--- src/rtl/halt_controller.sv ---
// Core-side halt controller: turns the run level into a core enable, raises an
// EBREAK halt request, and keeps run-length statistics for the last run.
module halt_controller #(
    parameter int          CNT_W        = 32,
    parameter int          HALT_TIMEOUT = 15,
    parameter logic [31:0] EBREAK_WORD  = 32'h0010_0073
) (
    input  logic             clk,
    input  logic             rst,
    input  logic             run,
    input  logic             instr_valid,
    input  logic [31:0]      instr,
    output logic             core_en,
    output logic             ebreak,
    output logic             halted,
    output logic             halt_err,
    output logic [CNT_W-1:0] cycle_count,
    output logic [CNT_W-1:0] instr_count,
    output logic [1:0]       state
);

    localparam logic [1:0] IDLE     = 2'd0;
    localparam logic [1:0] RUN      = 2'd1;
    localparam logic [1:0] HALT_REQ = 2'd2;
    localparam logic [1:0] HALTED   = 2'd3;

    localparam logic [CNT_W-1:0] CNT_MAX      = {CNT_W{1'b1}};
    localparam logic [7:0]       TIMEOUT_LAST = 8'(HALT_TIMEOUT - 1);

    // Handshake: ebreak is a level held from the EBREAK retirement until run
    // is seen low (normal ack) or the timeout expires; it never pulses.

    logic       run_q;
    logic       seen_low;
    logic [7:0] timeout_count;
    logic       start;
    logic       is_ebreak;

    // seen_low blocks a start from a run level that was already high at reset release.
    assign start     = run & ~run_q & seen_low;
    assign is_ebreak = instr_valid && (instr == EBREAK_WORD);

    always_ff @(posedge clk) begin
        if (rst) begin
            state         <= IDLE;
            run_q         <= 1'b0;
            seen_low      <= 1'b0;
            timeout_count <= 8'd0;
            core_en       <= 1'b0;
            ebreak        <= 1'b0;
            halted        <= 1'b0;
            halt_err      <= 1'b0;
            cycle_count   <= '0;
            instr_count   <= '0;
        end else begin
            run_q <= run;
            if (!run) begin
                seen_low <= 1'b1;
            end

            case (state)
                IDLE, HALTED: begin
                    if (start) begin
                        state       <= RUN;
                        core_en     <= 1'b1;
                        cycle_count <= '0;
                        instr_count <= '0;
                        halt_err    <= 1'b0;
                        halted      <= 1'b0;
                    end
                end

                RUN: begin
                    if (is_ebreak) begin
                        // EBREAK beats a simultaneous external stop; it is not counted.
                        state         <= HALT_REQ;
                        core_en       <= 1'b0;
                        ebreak        <= 1'b1;
                        timeout_count <= 8'd0;
                        if (cycle_count != CNT_MAX) begin
                            cycle_count <= cycle_count + 1'b1;
                        end
                    end else if (!run) begin
                        state   <= IDLE;
                        core_en <= 1'b0;
                    end else begin
                        if (cycle_count != CNT_MAX) begin
                            cycle_count <= cycle_count + 1'b1;
                        end
                        if (instr_valid && (instr_count != CNT_MAX)) begin
                            instr_count <= instr_count + 1'b1;
                        end
                    end
                end

                HALT_REQ: begin
                    if (!run) begin
                        state  <= HALTED;
                        ebreak <= 1'b0;
                        halted <= 1'b1;
                    end else if (timeout_count == TIMEOUT_LAST) begin
                        state    <= HALTED;
                        ebreak   <= 1'b0;
                        halted   <= 1'b1;
                        halt_err <= 1'b1;
                    end else begin
                        timeout_count <= timeout_count + 8'd1;
                    end
                end

                default: state <= IDLE;
            endcase
        end
    end

endmodule
--- config.mk ---
export PLATFORM = sky130hd
export DESIGN_NAME = halt_controller
export DESIGN_NICKNAME = d
export VERILOG_FILES = /design/src/rtl/halt_controller.sv
export SDC_FILE = /design/constraint.sdc
export NUM_CORES = 1
export LEC_CHECK = 0
export ABC_AREA = 0
export CORE_MARGIN = 2
export CORE_UTILIZATION = 42
export CTS_BUF_LIST = sky130_fd_sc_hd__clkbuf_8
export CTS_CLUSTER_SIZE = 24
export DETAILED_ROUTE_END_ITERATION = 16
export GPL_ROUTABILITY_DRIVEN = 0
export PLACE_DENSITY_LB_ADDON = 0.08
export SLEW_MARGIN = 10
export SYNTH_ARGS = -nofsm -noshare
export SYNTH_HDL_FRONTEND = slang
export SYNTH_SLANG_ARGS = --single-unit
export TNS_END_PERCENT = 50
--- constraint.sdc ---
create_clock -name clk -period 2.8 [get_ports clk]
set_input_delay 0.28 -clock clk [delete_from_list [all_inputs] [get_ports clk]]
set_output_delay 0.28 -clock clk [all_outputs]
set_load 0.005 [all_outputs]
# Word level (Yosys, flattened, before mapping)
# Index checks and enable logic that the tools add are counted.
[totals] reg_bits=80 in_bits=36 output_inout_bits=70 elab_cells=82
[op_classes] bitwise=3 reduce_logical=15 n_mux=33 eq_ne=18 add_sub_neg=3
[op_table] op="$mux 32" n=7
[op_table] op="$pmux 32 s2" n=2
[op_table] op="$add 32x1->32 const B" n=2
[op_table] op="$ne 32x32->1 const B" n=2
[op_table] op="$eq 32x21->1 const B" n=1
[op_table] op="$mux 8" n=3
[op_table] op="$ne 2x2->1 const B" n=8
[op_table] op="$pmux 8 s2" n=1
[op_table] op="$reduce_and 3->1" n=5
[op_table] op="$mux 1" n=10
[op_table] op="$mux 2" n=5
[op_table] op="$ne 3x3->1 const B" n=3
[op_table] op="$add 8x1->8 const B" n=1
[op_table] op="$eq 8x4->1 const B" n=1
[op_table] op="$pmux 1 s2" n=4
[op_table] op="$reduce_and 4->1" n=2
[op_table] op="$pmux 2 s3" n=1
[op_table] op="$reduce_bool 2->1" n=3
[op_table] op="$reduce_and 5->1" n=1
[op_table] op="$eq 2x2->1 const B" n=2
[op_table] op="$and 1x1->1" n=2
[op_table] op="$eq 2x1->1 const B" n=1
[op_table] op="$logic_and 1x1->1" n=2
[op_table] op="$logic_not 2->1" n=1
[op_table] op="2 further kinds" n=2

# Depth between registers and ports, before layout
# Gate-level depths: netlist of run 1.
[logic_depth] ltp_word=6 depth_mapped=10 depth_no_buf=8

# Least setup slack after synthesis of run 1
# OpenSTA, ideal clock, no wires.
[synth_timing] kind="input to register" startpoint="in instr[29]" endpoint="reg state[1]" n_path_buf=1 slack_ns=0.487 stages=7 arrival_ns=2.226 setup_time_ns=0.087 required_time_ns=2.713 cell_sequence="nor4_1 nand4_1 or4_1 buf_2 a311oi_2 or4b_1 o31ai_1"
[synth_between] elab_chain_cells=4 elab_cells_between_ends=6 cone_classes="eq/ne: 2; mux: 2; reduce/logical: 2"
[synth_lines] element="start: declaration" line_no="12" rtl="input logic [31:0] instr,"
[synth_lines] element="$eq 32x21->1 (*)" line_no="41" rtl="assign is_ebreak = instr_valid && (instr == EBREAK_WORD);"
[synth_lines] element="$logic_and 1x1->1 (*)" line_no="41"
[synth_lines] element="$ne 3x3->1 (no source line) / $mux 2 (equally long branches)"
[synth_lines] element="$reduce_and 3->1 (no source line) / $pmux 2 s3 (equally long branches)"
[synth_lines] element="end signal: assignment" line_no="45" rtl="state <= IDLE;"
[synth_lines] element="end signal: assignment" line_no="64" rtl="state <= RUN;"
[synth_lines] element="end signal: assignment" line_no="76" rtl="state <= HALT_REQ;"
[synth_lines] element="end: declaration" line_no="19" rtl="output logic [1:0] state"
# Mark *: on every way between the ends. The rest lies on a longest branch, timed or not.
# A chain may end at the register's enable or synchronous reset.

# Worst setup path after layout of run 1
[layout_timing] startpoint="reg state[0]" endpoint="reg instr_count[6]"
[layout_between] elab_chain_cells=4 elab_cells_between_ends=11 cone_classes="eq/ne: 6; mux: 1; reduce/logical: 4"
[layout_lines] element="$eq 2x2->1 / $logic_not 2->1 (equally long branches)" line_no="61" rtl="case (state)"
[layout_lines] element="$reduce_or 2->1" line_no="61"
[layout_lines] element="$ne 2x2->1 (no source line) / $reduce_bool 2->1 (equally long branches)"
[layout_lines] element="$reduce_and 5->1 (no source line)"
[layout_lines] element="end signal: assignment" line_no="91" rtl="instr_count <= instr_count + 1'b1;"
[layout_lines] element="end: declaration" line_no="18" rtl="output logic [CNT_W-1:0] instr_count,"
# Parallel ways exist; a longest one is shown, timed or not.

==> summary.md, run 1 <==
| Metric | Value |
|---|---|
| Initial core utilization | `between 40 and 50%` |
| Flop2flop setup slack | `about 0.14 ns` |
| Die Span Y | `108 µm` |
| Synth warn | `0` |
| # rows | `37` |
| Grt total ovfl | `0` |
| CTS Hold Bufs | `0` |
| Vias in the first global route | `just under 5000` |
| Fin worst setup slack | `0.138 ns` |
| CP required | `3.04 ns` |
| Detailed Routing Iterations Pass 1 | `5` |
| Worst Reg2Reg Path Length in Cells | `8` |
| Clock-pin slew on the worst setup and hold paths | `roughly 0.08 ns` |
| Peak supply drop | `0.000267 V` |
| Die area | `11600 µm²` |
| Post-CTS setup buffers | `0` |
| Mapped Cells | `between 500 and 600` |
| Clock sink total | `80` |
| CP Capture Point | `instr_count[6]` |
| Area Overhead vs Synth | `35.3%` |
| Worst-Skew Late Latency | `between 0.3 and 0.4 ns` |
| Final wirelength | `~14000 µm` |
| Number of flops mapped to enable cells by yosys | `0` |
| Synthesized area per cell | `7.81 µm²` |
| Most common cell in the synthesized netlist | `dfxtp_1` |
| CTS tree | `done` |
| Critical Path Sink Type | `flip-flop` |
| Post-route DRC | `0` |
| Setup Skew | `between 0.01 and 0.015 ns` |
| HPWL after DPL | `10300 µm` |
| Max Root-Sink Buffers | `2` |
| FF+latch area | `1600 µm²` |
| Core area | `about 10000 µm²` |
| Max transition margin | `59.9%` |
| Max-slew violations | `0` |
| Synth top area cells | `dfxtp_1 36%, nand2_1 6.2%, nand3_1 5.3%` |
| Leakage | `around 0.002 µW` |
| Vias | `5139` |
| Minimum hold slack | `between 0.4 and 0.5 ns` |
| Post-CTS sizing | `0` |
| First-pass GRT wire length | `~23000 µm` |
| Worst hold-check path type | `input pin to flip-flop` |
| Number of fill cells | `971` |
| Setup-failing EPs final | `0` |
| WP data arrival | `just under 3 ns` |
| Top post-synthesis cells by count | `80 x dfxtp_1, 74 x nand2_1, 48 x nand3_1` |
| Via density per instance | `between 6 and 7` |
| #FFs+latches synth | `80` |
| Area of the mapped netlist | `~4500 µm²` |
| Final hold vios | `0` |
| Nets@finish | `around 740` |
| # H-tree levels | `3` |
| Worst Setup SP | `state[0]` |
| Footprint of the multi-input gates | `2750 µm²` |
| Antenna Nets Post-Route | `0` |
| Sequential share of the synthesized area | `approximately 36%` |
| Final period utilization | `roughly 95%` |
| Overall routing resource usage | `around a quarter` |
| Fin crit period | `2.66 ns` |
| Mapped Nets | `between 600 and 700` |
| DIE WIDTH | `about 110 µm` |
| Asr flop ratio synth | `0%` |
| Worst reg2reg startpoint | `state[0]` |
| Cell Pwr Density | `394 nW/µm²` |
| Post-synth cell types | `a little over 60` |
| FMAX | `about 380 MHz` |
| DR iter-0 viols | `~280` |
| Place WS | `-0.0221 ns` |
| Most common flop cell mapped by yosys | `dfxtp_1` |
| Unrepaired setup endpoints after global routing | `no` |
| Yosys top cell by area | `dfxtp_1` |
| Pin count of the biggest net entering global routing | `31` |
| Share of the synthesized area in the top cell type | `a little over a third` |
| IO Count | `106` |
| Initial antenna violation count | `0` |
| Routed WL per cell | `~17 µm` |
| Clock Tree Root | `clkbuf_8` |
| FF-to-FF End | `instr_count[6]` |
| IO buf count | `roughly 110` |
| Status | `complete, no violations` |
| Diode count | `0` |
| Worst Path Class, Setup | `flip-flop to flip-flop` |
| Critical Path Source Type | `flip-flop` |
| CTS buffer count | `9` |
| Worst-path maximum fanout | `10` |
| Worst slew pin tran | `about 0.60 ns` |
| Max_cap viols | `0` |
| Share of layout cells above drive strength 1 | `roughly 8.7%` |
## metrics by stage
stage                     instances  cell area [µm²]  total power (µW)   TNS, ns  utilization [%]
after global routing            841             6100              2510         0             58.8
after detailed placement        825             5900              1560   -0.0492             56.9
final                           841             6100              2400         0             58.8
after floorplan                 577             4510              1380         0                -
after global placement          825             5900              1550  -0.00515             56.9
after CTS                       841             6100              2420         0             58.8
## layer usage
layer	part of all wire, %	global-route usage (%)	vias up
li1	-	-	2490
met1	45	34.0	2415
met2	45	39.2	213
met3	8.2	4.60	21
met4	1.3	7.23	0
met5	0	0	-
## area by class of cell
type                       instances  area share [%]
clock buffer                      10            2.26
clock inverter                     6            1.01
inverter                          13           0.800
multi-input combinational        456            45.0
sequential                        80            26.3
tap                              136            2.79
timing repair buffer             140            21.9
## report_power, final
part / internal [µW] / total (µW) / switching (µW)
clock: 432 / 872 / 440
combinational: 159 / 379 / 220
sequential: 1140 / 1150 / 8.93
## worst max-delay path, stage by stage (launching register included)
cell and delay [ns]:
dfxtp_1 0.44, inv_1 0.07, ha_1 0.37, nor2b_1 0.25
o21a_1 0.30, and4_1 0.52, nor2_1 0.08, buf_4 0.17
a221o_1 0.35
## state kept, by name, summed over array words and instances, names as in the netlist
name,flops
state,2
instr_count,32
halt_err,1
run_q,1
timeout_count,8
core_en,1
halted,1
cycle_count,32
ebreak,1
seen_low,1
## layout by cell type, fill, tap and decap left out, types with 3 or more instances in the layout
master / instances
a31oi_1: 23
ha_1: 7
a31o_2: 3
o211ai_1: 7
mux2i_1: 4
or3_1: 12
clkdlybuf4s50_1: 104
a21oi_1: 35
o22ai_1: 3
and2_1: 4
a22o_1: 3
and3_1: 15
nor2_1: 36
a211oi_1: 3
a41oi_1: 3
a221o_1: 3
and4_1: 6
o21ai_0: 22
or2_2: 3
or4_1: 15
clkbuf_8: 10
nor3_1: 19
nand3_1: 48
nor4_1: 16
dfxtp_1: 80
inv_1: 15
nor2b_1: 5
o21a_1: 9
nand3b_1: 3
o311ai_0: 6
buf_4: 33
a311oi_1: 10
o31ai_1: 9
o41ai_1: 3
nand4_1: 17
nand2_1: 74
a21o_1: 3
## cell families (layout without fill, tap and decap cells)
kind of cell,Yosys count,after routing,synth area share (%)
AND/OR/NAND/NOR,283,283,33.0
buffers and inverters,41,169,3.58
adder cells (fa/ha/maj),7,7,1.94
multiplexers,4,4,0.888
AO/OA/AOI/OAI,162,162,25.0
flip-flops,80,80,35.5
## worst min-delay path by stage
stage / from / end / slack [ns] / depth (start not counted)
final: rst / run_q / 0.42 / 3
after CTS: rst / run_q / 0.41 / 3
after detailed placement: halt_err / halt_err / 0.48 / 2
after global placement: seen_low / seen_low / 0.46 / 1
after global routing: rst / run_q / 0.44 / 3
after floorplan: seen_low / seen_low / 0.45 / 1
(Power assumes the default switching activity.)
==> inputs of run 2 (changes only) <==
--- a/config.mk
+++ b/config.mk
@@ -9,7 +9,7 @@
 export CORE_MARGIN = 2
 export CORE_UTILIZATION = 42
 export CTS_BUF_LIST = sky130_fd_sc_hd__clkbuf_8
-export CTS_CLUSTER_SIZE = 24
+export CTS_CLUSTER_SIZE = 10
 export DETAILED_ROUTE_END_ITERATION = 16
 export GPL_ROUTABILITY_DRIVEN = 0
 export PLACE_DENSITY_LB_ADDON = 0.08
==> results of run 2 <==
Final layout, timing and power as in run 1 (identical DEF).
==> inputs of run 3 (changes only) <==
--- a/config.mk
+++ b/config.mk
@@ -12,7 +12,7 @@
 export CTS_CLUSTER_SIZE = 10
 export DETAILED_ROUTE_END_ITERATION = 16
 export GPL_ROUTABILITY_DRIVEN = 0
-export PLACE_DENSITY_LB_ADDON = 0.08
+export PLACE_DENSITY = 0.74
 export SLEW_MARGIN = 10
 export SYNTH_ARGS = -nofsm -noshare
 export SYNTH_HDL_FRONTEND = slang
==> summary.md, run 3 (same netlist as run 1, synthesis figures left out) <==
| Metric | Value |
|---|---|
| Status | `complete, no violations` |
| Vias in the first global route | `4881 (+1.5%)` |
| Max Root-Sink Buffers | `2 (unchanged)` |
| Area Overhead vs Synth | `34.5%` |
| Diode count | `0 (unchanged)` |
| CP Capture Point | `instr_count[22]` |
| Commonest non-fill, non-tap cell in the layout | `clkdlybuf4s50_1` |
| Critical Path Sink Type | `flip-flop` |
| Worst hold-check path type | `input pin to flip-flop` |
| Most frequent cells in the layout | `104 x clkdlybuf4s50_1, 80 x dfxtp_1, 74 x nand2_1, 48 x nand3_1, 36 x nor2_1` |
| HPWL after DPL | `10300 µm (+0.47%)` |
| Share of layout cells above drive strength 1 | `8.26% (-0.39 points)` |
| Post-route DRC | `0 (unchanged)` |
| DR iter-0 viols | `302 (+9.0%)` |
| Pin count of the biggest net entering global routing | `43 (+39%)` |
| Overall routing resource usage | `25.3% (+0.69 points)` |
| Power Total | `2310 µW (-4.0%)` |
| Detailed Routing Iterations Pass 1 | `5 (unchanged)` |
| IO buf count | `105 (unchanged)` |
| Die area | `11600 µm² (unchanged)` |
| Core area | `10400 µm² (unchanged)` |
| Grt total ovfl | `0 (unchanged)` |
| Die Span Y | `108 µm (unchanged)` |
| FF-to-FF End | `instr_count[22]` |
| Max transition margin | `59.1% (-0.75 points)` |
| Worst-path maximum fanout | `42 (+32)` |
| Nets@finish | `740 (-0.40%)` |
| FMAX | `395 MHz (+5.0%)` |
| Biggest regs | `cycle_count (32), instr_count (32), timeout_count (8)` |
| Via density per instance | `6.21 (+1.7%)` |
| Final period utilization | `90.5% (-4.5 points)` |
| Worst Reg2Reg Path Length in Cells | `7 (-1)` |
| Vias | `5207 (+1.3%)` |
| Unrepaired setup endpoints after global routing | `no` |
| CTS Hold Bufs | `0 (unchanged)` |
| Max_cap viols | `0 (unchanged)` |
| Final hold vios | `0 (unchanged)` |
| Worst Hold Depth | `2 (-1)` |
| Worst Path Class, Setup | `flip-flop to flip-flop` |
| # rows | `37 (unchanged)` |
| Worst slew pin tran | `0.607 ns (+0.0112 ns)` |
| Critical Path Source Type | `flip-flop` |
| Leakage | `0.00198 µW (-1.1%)` |
| Post-CTS sizing | `0 (unchanged)` |
| Worst-Skew Late Latency | `0.36 ns (about the same)` |
| Clock-pin slew on the worst setup and hold paths | `0.08 ns (about the same)` |
| Fin crit period | `2.53 ns (-0.127 ns)` |
| Cell Pwr Density | `381 nW/µm² (-3.4%)` |
| Initial core utilization | `43.5% (unchanged)` |
| Setup TNS Final | `0 ns (unchanged)` |
| Antenna Nets Post-Route | `0 (unchanged)` |
| CTS tree | `done` |
| Routed WL per cell | `17.0 µm (+0.86%)` |
| CTS buffer count | `9 (unchanged)` |
| Clock sink total | `80 (unchanged)` |
| Max-slew violations | `0 (unchanged)` |
| Worst Setup SP | `state[0]` |
| Initial antenna violation count | `0 (unchanged)` |
| First-pass GRT wire length | `23800 µm (+2.9%)` |
| DIE WIDTH | `108 µm (unchanged)` |
| Final wirelength | `14300 µm (+0.50%)` |
| Post-CTS setup buffers | `0 (unchanged)` |
| Setup-failing EPs final | `0 (unchanged)` |
| IO Count | `106 (unchanged)` |
| Worst reg2reg startpoint | `state[0]` |
| Peak supply drop | `0.000197 V (-26%)` |
| CP required | `3.05 ns (about the same)` |
| # H-tree levels | `3 (unchanged)` |
| Setup Skew | `0.0151 ns (+0.00403 ns)` |
| WP data arrival | `2.78 ns (-0.12 ns)` |
| Flop2flop setup slack | `0.27 ns (+0.13 ns)` |
| Clock Tree Root | `clkbuf_8` |
## run 3: worst max-delay path, cell delays in order, from the launching register on
cell,delay (ns)
dfxtp_1,0.46
ha_1,0.21
buf_4,0.42
inv_1,0.29
nor2_1,0.32
buf_4,0.28
nand2_1,0.16
o41ai_1,0.27
## run 3: per-stage QoR
stage / hold slack [ns] / worst slack (ns) / cells / util, % / cell area [µm²]
2_1_floorplan: 0.448 / 0.487 / 577 / - / 4510
3_3_place_gp: 0.458 / 0.0257 / 822 / 56.8 / 5890
3_5_place_dp: 0.483 / 0.00217 / 822 / 56.8 / 5890
4_1_cts: 0.350 / 0.308 / 838 / 58.5 / 6060
5_1_grt: 0.381 / 0.0518 / 838 / 58.5 / 6060
6_report: 0.358 / 0.265 / 838 / 58.5 / 6060
## run 3: worst min path at each step
stage	startpoint	endpoint	slack (ns)
2_1_floorplan	seen_low	seen_low	0.45
3_3_place_gp	seen_low	seen_low	0.46
3_5_place_dp	seen_low	seen_low	0.48
4_1_cts	rst	run_q	0.35
5_1_grt	rst	run_q	0.38
6_report	rst	run_q	0.36
## run 3: cell type report
type                    instances  area (µm²)
flip-flops and latches         80        1600
well taps                     136         170
inverters                      13        48.8
clock inverters                 6        37.5
fillers                       976        4310
multi-input cells             456        2750
repair buffers                137        1320
clock buffers                  10         138
## run 3: layer usage
metal	wire length (µm)	part of all wire [%]	global-route usage, %	vias up
met3	1000	7.0	3.93	22
li1	-	-	-	2485
met2	7270	51	44.1	248
met5	0	0	0	-
met4	232	1.6	8.15	0
met1	5760	40	31.9	2452
## run 3: report_power, final
part	leakage, µW	internal (µW)	total [µW]	switching [µW]
Sequential	0.000645	1140	1150	9.57
Clock	0.0000948	342	780	438
Combinational	0.00124	157	375	218
